===== config.mk =====
export PLATFORM = sky130hd
export DESIGN_NAME = fwd_mux_reg
export DESIGN_NICKNAME = d
export VERILOG_FILES = /design/src/rtl/fwd_pkg.sv /design/src/rtl/mux_n.sv /design/src/rtl/fwd_mux_reg.sv
export SDC_FILE = /design/constraint.sdc
export NUM_CORES = 1
export LEC_CHECK = 0
export CORE_MARGIN = 2
export CORE_UTILIZATION = 39
export CTS_CLUSTER_SIZE = 8
export DETAILED_ROUTE_END_ITERATION = 12
export PLACE_DENSITY_LB_ADDON = 0.08
export SETUP_SLACK_MARGIN = 0.15
export SLEW_MARGIN = 20
export SYNTH_ARGS = -nofsm -noshare
export SYNTH_HDL_FRONTEND = slang
export SYNTH_HIERARCHICAL = 1
export SYNTH_SLANG_ARGS = --single-unit

===== constraint.sdc =====
create_clock -name clk -period 4.23 [get_ports clk]
set_input_delay 1.0575 -clock clk [delete_from_list [all_inputs] [get_ports clk]]
set_output_delay 1.0575 -clock clk [all_outputs]
set_load 0.03 [all_outputs]

===== src/rtl/fwd_pkg.sv =====
// Shared constants and types for the ID/EX operand-forwarding selector.
package fwd_pkg;

  localparam int NSRC_DEF  = 5;
  localparam int WIDTH_DEF = 32;
  localparam int SELW_DEF  = $clog2(NSRC_DEF);

  localparam int SRC_RF  = 0;
  localparam int SRC_EX  = 1;
  localparam int SRC_MEM = 2;
  localparam int SRC_WB  = 3;
  localparam int SRC_IMM = 4;

  typedef logic [SELW_DEF-1:0] sel_t;

endpackage


===== src/rtl/mux_n.sv =====
// N-way binary-select mux; any select beyond the last source picks the last source.
module mux_n #(
  parameter int WIDTH = 32,
  parameter int NSRC  = 5,
  parameter int SELW  = $clog2(NSRC)
) (
  input  logic [NSRC*WIDTH-1:0] d,
  input  logic [SELW-1:0]       s,
  output logic [WIDTH-1:0]      y
);

  always_comb begin
    y = d[(NSRC-1)*WIDTH +: WIDTH];
    for (int i = 0; i < NSRC - 1; i++) begin
      if (s == SELW'(i)) y = d[i*WIDTH +: WIDTH];
    end
  end

endmodule


===== src/rtl/fwd_mux_reg.sv =====
// Registered N-source forwarding selector with stall, flush, valid and
// sticky out-of-range select reporting with a saturating counter.
module fwd_mux_reg
  import fwd_pkg::*;
#(
  parameter int WIDTH = WIDTH_DEF,
  parameter int NSRC  = NSRC_DEF,
  parameter int SELW  = $clog2(NSRC),
  parameter int CNTW  = 8
) (
  input  logic                  clk,
  input  logic                  reset,
  input  logic                  en,
  input  logic                  flush,
  input  logic                  in_valid,
  input  logic [NSRC*WIDTH-1:0] d,
  input  logic [SELW-1:0]       s,
  input  logic                  clear_err,
  output logic [WIDTH-1:0]      y,
  output logic                  y_valid,
  output logic                  sel_err,
  output logic [CNTW-1:0]       err_cnt
);

  function automatic logic [CNTW-1:0] sat_inc(input logic [CNTW-1:0] c);
    return (&c) ? c : c + 1'b1;
  endfunction

  logic [WIDTH-1:0] sel_p0;
  logic             oor_p0;
  logic             err_p0;

  logic [WIDTH-1:0] y_p1;
  logic             vld_p1;
  logic             sel_err_p1;
  logic [CNTW-1:0]  err_cnt_p1;

  mux_n #(
    .WIDTH (WIDTH),
    .NSRC  (NSRC),
    .SELW  (SELW)
  ) u_mux (
    .d (d),
    .s (s),
    .y (sel_p0)
  );

  // A full power-of-two select space has no out-of-range codes.
  generate
    if (NSRC == (1 << SELW)) begin : g_pow2
      assign oor_p0 = 1'b0;
    end else begin : g_npow2
      assign oor_p0 = (s > SELW'(NSRC - 1));
    end
  endgenerate

  assign err_p0 = en & ~flush & in_valid & oor_p0;

  // ---- stage p0 -> p1 ----
  always_ff @(posedge clk) begin
    if (reset) begin
      y_p1       <= '0;
      vld_p1     <= 1'b0;
      sel_err_p1 <= 1'b0;
      err_cnt_p1 <= '0;
    end else begin
      if (flush) begin
        y_p1   <= '0;
        vld_p1 <= 1'b0;
      end else if (en) begin
        y_p1   <= sel_p0;
        vld_p1 <= in_valid;
      end
      if (clear_err) begin
        sel_err_p1 <= 1'b0;
        err_cnt_p1 <= '0;
      end else if (err_p0) begin
        sel_err_p1 <= 1'b1;
        err_cnt_p1 <= sat_inc(err_cnt_p1);
      end
    end
  end

  assign y       = y_p1;
  assign y_valid = vld_p1;
  assign sel_err = sel_err_p1;
  assign err_cnt = err_cnt_p1;

endmodule


==> results of run 1 <==
## report_power, final
group	switching, mW	internal, mW	total [mW]
clock	0.151	0.176	0.326
combinational	0.166	0.221	0.388
sequential	0.00671	0.408	0.415
total	0.324	0.805	1.13
## layer usage
metal	GRT usage [%]	wire, um	vias to the layer above
met1	30.4	4670	1749
li1	-	-	1816
met2	46.9	5840	200
met3	6.66	1060	24
met4	8.83	257	0
met5	0	0	-
## layout make-up
cell class / count / share of cell area, %
repair buffers: 216 / 41.1
clock inverters: 3 / 0.869
clock buffers: 5 / 1.33
flip-flops and latches: 42 / 16.2
inverters: 3 / 0.217
multi-input cells: 308 / 37.7
well taps: 102 / 2.46
## registers in the layout, summed over array words and instances (netlist names)
name	flops
sel_err	1
y_valid	1
err_cnt	8
y	32
## cell usage in the layout, fill, tap and decap left out, types with 2 or more instances in the layout
| cell type | n |
|---|---|
| clkdlybuf4s50_1 | 207 |
| nor2_1 | 70 |
| dfxtp_1 | 42 |
| nand3_1 | 35 |
| mux2i_1 | 32 |
| nor2b_1 | 32 |
| a31oi_1 | 32 |
| o21ai_0 | 27 |
| o221ai_1 | 22 |
| o221ai_2 | 10 |
| o21ai_1 | 6 |
| buf_4 | 6 |
| a21oi_1 | 5 |
| clkbuf_8 | 5 |
| nor3_1 | 4 |
| nand2b_1 | 3 |
| nand2_1 | 3 |
| inv_1 | 3 |
| buf_2 | 3 |
| or2_2 | 2 |
| and3_1 | 2 |
| or3_1 | 2 |
| o211ai_1 | 2 |
| o31ai_1 | 2 |
| clkinvlp_4 | 2 |
## worst max-delay path: stages
cell             delay, ns
clkdlybuf4s50_1       0.84
nor2_2                0.46
buf_4                 0.38
nand3_1               0.13
a31oi_1               0.24
mux2i_1               0.11
nor2_1                0.10
## how the worst min path moves through the flow
stage	startpoint	to	slack, ns
6_report	y_valid	y_valid	0.48
5_1_grt	y_valid	y_valid	0.53
4_1_cts	y_valid	y_valid	0.48
3_5_place_dp	y_valid	y_valid	0.46
3_3_place_gp	y_valid	y_valid	0.46
2_1_floorplan	y_valid	y_valid	0.60
## cell families (layout without fill, tap and decap cells)
group | count (synthesis) | in the layout | synth area share [%]
buffers and inverters | 42 | 227 | 7.45
multiplexers | 32 | 32 | 10.6
adder cells (fa/ha/maj) | 1 | 1 | 0.414
AO/OA/AOI/OAI | 110 | 110 | 26.5
flip-flops | 42 | 42 | 27.8
AND/OR/NAND/NOR | 165 | 165 | 27.2
## through the flow
stage                     total power, mW  hold slack, ns  instance area, um2  std cells
after global routing                 1.18           0.531                5180        679
final                                1.13           0.479                5180        679
after detailed placement            0.809           0.462                5070        671
after floorplan                     0.599           0.597                3020        392
after global placement              0.805           0.459                5070        671
after CTS                            1.14           0.476                5180        679
==> reports/metrics.csv, run 1 <==
metric,value,unit
ff2ff_setup_slack,2.63,ns
cp_max_fo,25,
cp.arrival,3.34,ns
synth_area_leaders,"dfxtp_1 28%, mux2i_1 11%, nor2_1 8.7%",
syn_nets,562,
syn_inst,392,
hold_viol_final,0,
area_growth,71.5,%
maxSlewHeadroom,39.7,%
dp_hpwl,8.36,mm
drive_gt1_share,5.72,%
io_pins,211,
yosysSeqAreaShare,27.8,%
synth_cell_types,42,
die-area,8470,um2
multi_input_area,1960,um2
antenna_cells,0,
die_x,92.0,um
ys_ff_latch,42,
track_usage,26.2,%
finalSetupViolCount,0,
status,finished clean,
synth_flop_cell,dfxtp_1,
min_period,3.11,ns
yosysMostFrequentCell,nor2_1,
r2r_start,err_cnt[0],
post-route-period-util,73.6,%
cts_sinks,42,
post-cts-setup-buffers,0,
cts.htree.levels,2,
clk_pin_slew,0.09,ns
fin_setup_tns,0,ns
end_kind,flop,
power.leakage,1.84,nW
crit_type,in -> reg,
maxCapViolations,0,
numCtsBuffers,5,
synthArstFlopShare,0,%
start_util,39.7,%
num_rows,32,
r2r_end,err_cnt[3],
cts-root-buf,clkbuf_8,
place.port_buffers,210,
drtPass1Iterations,5,
via_count,3789,
fin_util,68.1,%
worstSetupStartpoint,s[2],
crit_end,y[30],
yosysWarningCount,6,
fmax,0.321,GHz
cts.repair.resized,0,
synth_area,3020,um2
die_h,92.0,um
core-area,7610,um2
grt_first_pass_wirelength,18.0,mm
clock_latency,0.30,ns
fillers,653,
avgViaCountPerCell,5.58,
grt_max_degree,56,
synth_top_area_share,27.8,%
grt_antenna_before_repair,0,
drt-total-wl,11.8,mm
start_kind,input port,
synth_common_cells,"70 x nor2_1, 42 x dfxtp_1, 35 x nand3_1",
cts_buffer_depth,2,
reg2regPathDepth,5,
postRouteAntennaNets,0,
grt_overflow,0,
cts_tree,yes,
p_per_area,218,nW/um2
rsz0062_at_grt,false,
skew,0.00149,ns
synth_edf_count,0,
slew_viol_final,0,
syn_avg_cell_area,7.71,um2
peakVddDrop,0.166,mV
drc,0,
worstMarginPinSlew,0.905,ns
hp-class,reg -> reg,
wl_per_cell,17.4,um
yosysTopAreaCell,dfxtp_1,
dp_slack,0.834,ns
finalNetCount,746,
hold_buffers,0,
fin_ws,1.12,ns
grt_pass1_vias,3716,
gp_congestion,0.947,
min_path_cells,2,
required,4.46,ns
regArea,841,um2
drt_iter0_drc,211,
Power figures use the tool's default switching activity.
==> run 2, diff against run 1 <==
--- a/config.mk
+++ b/config.mk
@@ -6,7 +6,7 @@
 export NUM_CORES = 1
 export LEC_CHECK = 0
 export CORE_MARGIN = 2
-export CORE_UTILIZATION = 39
+export CORE_UTILIZATION = 36
 export CTS_CLUSTER_SIZE = 8
 export DETAILED_ROUTE_END_ITERATION = 12
 export PLACE_DENSITY_LB_ADDON = 0.08
==> constraint.sdc (replaced) <==
create_clock -name clk -period 3.18 [get_ports clk]
set_input_delay 0.795 -clock clk [delete_from_list [all_inputs] [get_ports clk]]
set_output_delay 0.795 -clock clk [all_outputs]
set_load 0.03 [all_outputs]
==> reports/metrics.csv, run 2 (same netlist as run 1, synthesis figures left out) <==
metric,value,unit
peakVddDrop,0.191,mV
stdcell_count,687,
path_buf_inv,1,
drt_iter0_drc,168,
wl_per_cell,17.3,um
start_util,37.0,%
fmax,0.436,GHz
gp_congestion,0.898,
grt_max_degree,37,
cts_sinks,42,
slew_viol_final,0,
grt_antenna_before_repair,0,
place.port_buffers,210,
cts.repair.resized,0,
drt-total-wl,11.9,mm
hold_viol_final,0,
die_h,95.6,um
drtPass1Iterations,5,
core-area,8180,um2
maxSlewHeadroom,53.9,%
via_count,3751,
slowest_delay,0.72,ns
num_rows,33,
grt_overflow,0,
drive_gt1_share,6.53,%
cts_buffer_depth,2,
power.leakage,1.86,nW
cts-root-buf,clkbuf_8,
grt_pass1_vias,3627,
die-area,9140,um2
cp.arrival,1.50,ns
status,finished clean,
path_cells,clkdlybuf4s50_1,
end_kind,output pin,
post-route-period-util,72.2,%
min_period,2.29,ns
grt_first_pass_wirelength,18.3,mm
start_kind,flop,
dp_hpwl,8.43,mm
dp_cells,679,
cts_tree,yes,
antenna_cells,0,
layout_common_cells,"207 x clkdlybuf4s50_1, 70 x nor2_1, 42 x dfxtp_1, 35 x nand3_1",
cts.htree.levels,2,
dp_slack,0.585,ns
avgViaCountPerCell,5.46,
rsz0062_at_grt,false,
finalSetupViolCount,0,
clk_pin_slew,0.10,ns
die_x,95.6,um
critPathSlowestCell,clkdlybuf4s50_1,
postRouteAntennaNets,0,
required,2.38,ns
io_pins,211,
largest_register_ffs,32,
numCtsBuffers,5,
fin_setup_tns,0,ns
maxCapViolations,0,
cpLargestDelayFamily,buffers and inverters,
fin_ws,0.885,ns
skew,0.00157,ns
post-cts-setup-buffers,0,
cp_max_fo,9,
p_per_area,288,nW/um2
crit_type,reg -> out,
track_usage,25.2,%
drc,0,
finalNetCount,751,
worstMarginPinSlew,0.692,ns
area_growth,72.8,%
clock_latency,0.30,ns
final_common_cell,clkdlybuf4s50_1,
hold_buffers,0,
hp-class,reg -> reg,
## run 2: cell types whose count changed in the layout (fill, tap and decap cells not counted), sizes merged
cell  change
buf       +5
## run 2: layout make-up
type / instances / area [um2]
fill: 733 / 2950
timing repair buffer: 221 / 2170
multi-input combinational: 308 / 1960
inverter: 3 / 11.3
clock inverter: 3 / 45.0
clock buffer: 5 / 68.8
sequential: 42 / 841
tap: 105 / 131
## run 2: path summary, 6_finish.rpt
path	startpoint	end	slack [ns]	cells after the start
max	err_cnt[2]	err_cnt[2]	0.89	1
min reg2reg	sel_err	sel_err	0.48	2
max reg2reg	err_cnt[1]	err_cnt[3]	1.59	5
min	sel_err	sel_err	0.48	2
## run 2: per-stage QoR
step	hold WS, ns	power, mW	utilization [%]	area, um2
2_1_floorplan	0.597	0.796	-	3020
3_3_place_gp	0.451	1.08	62.5	5110
3_5_place_dp	0.465	1.08	62.5	5110
4_1_cts	0.482	1.52	63.9	5220
5_1_grt	0.506	1.59	63.9	5220
6_report	0.478	1.51	63.9	5220
## run 2: metal layers
metal  track usage [%]  share of wire, %  vias up
met2              44.1                49      174
met1              31.5                40     1740
li1                  -                 -     1831
met3              6.88               9.7        6
met4              3.81              0.86        0
met5                 0                 0        -
## run 2: power by group
group | internal [mW] | switching, mW
Sequential | 0.543 | 0.00873
Combinational | 0.298 | 0.218
Clock | 0.234 | 0.204
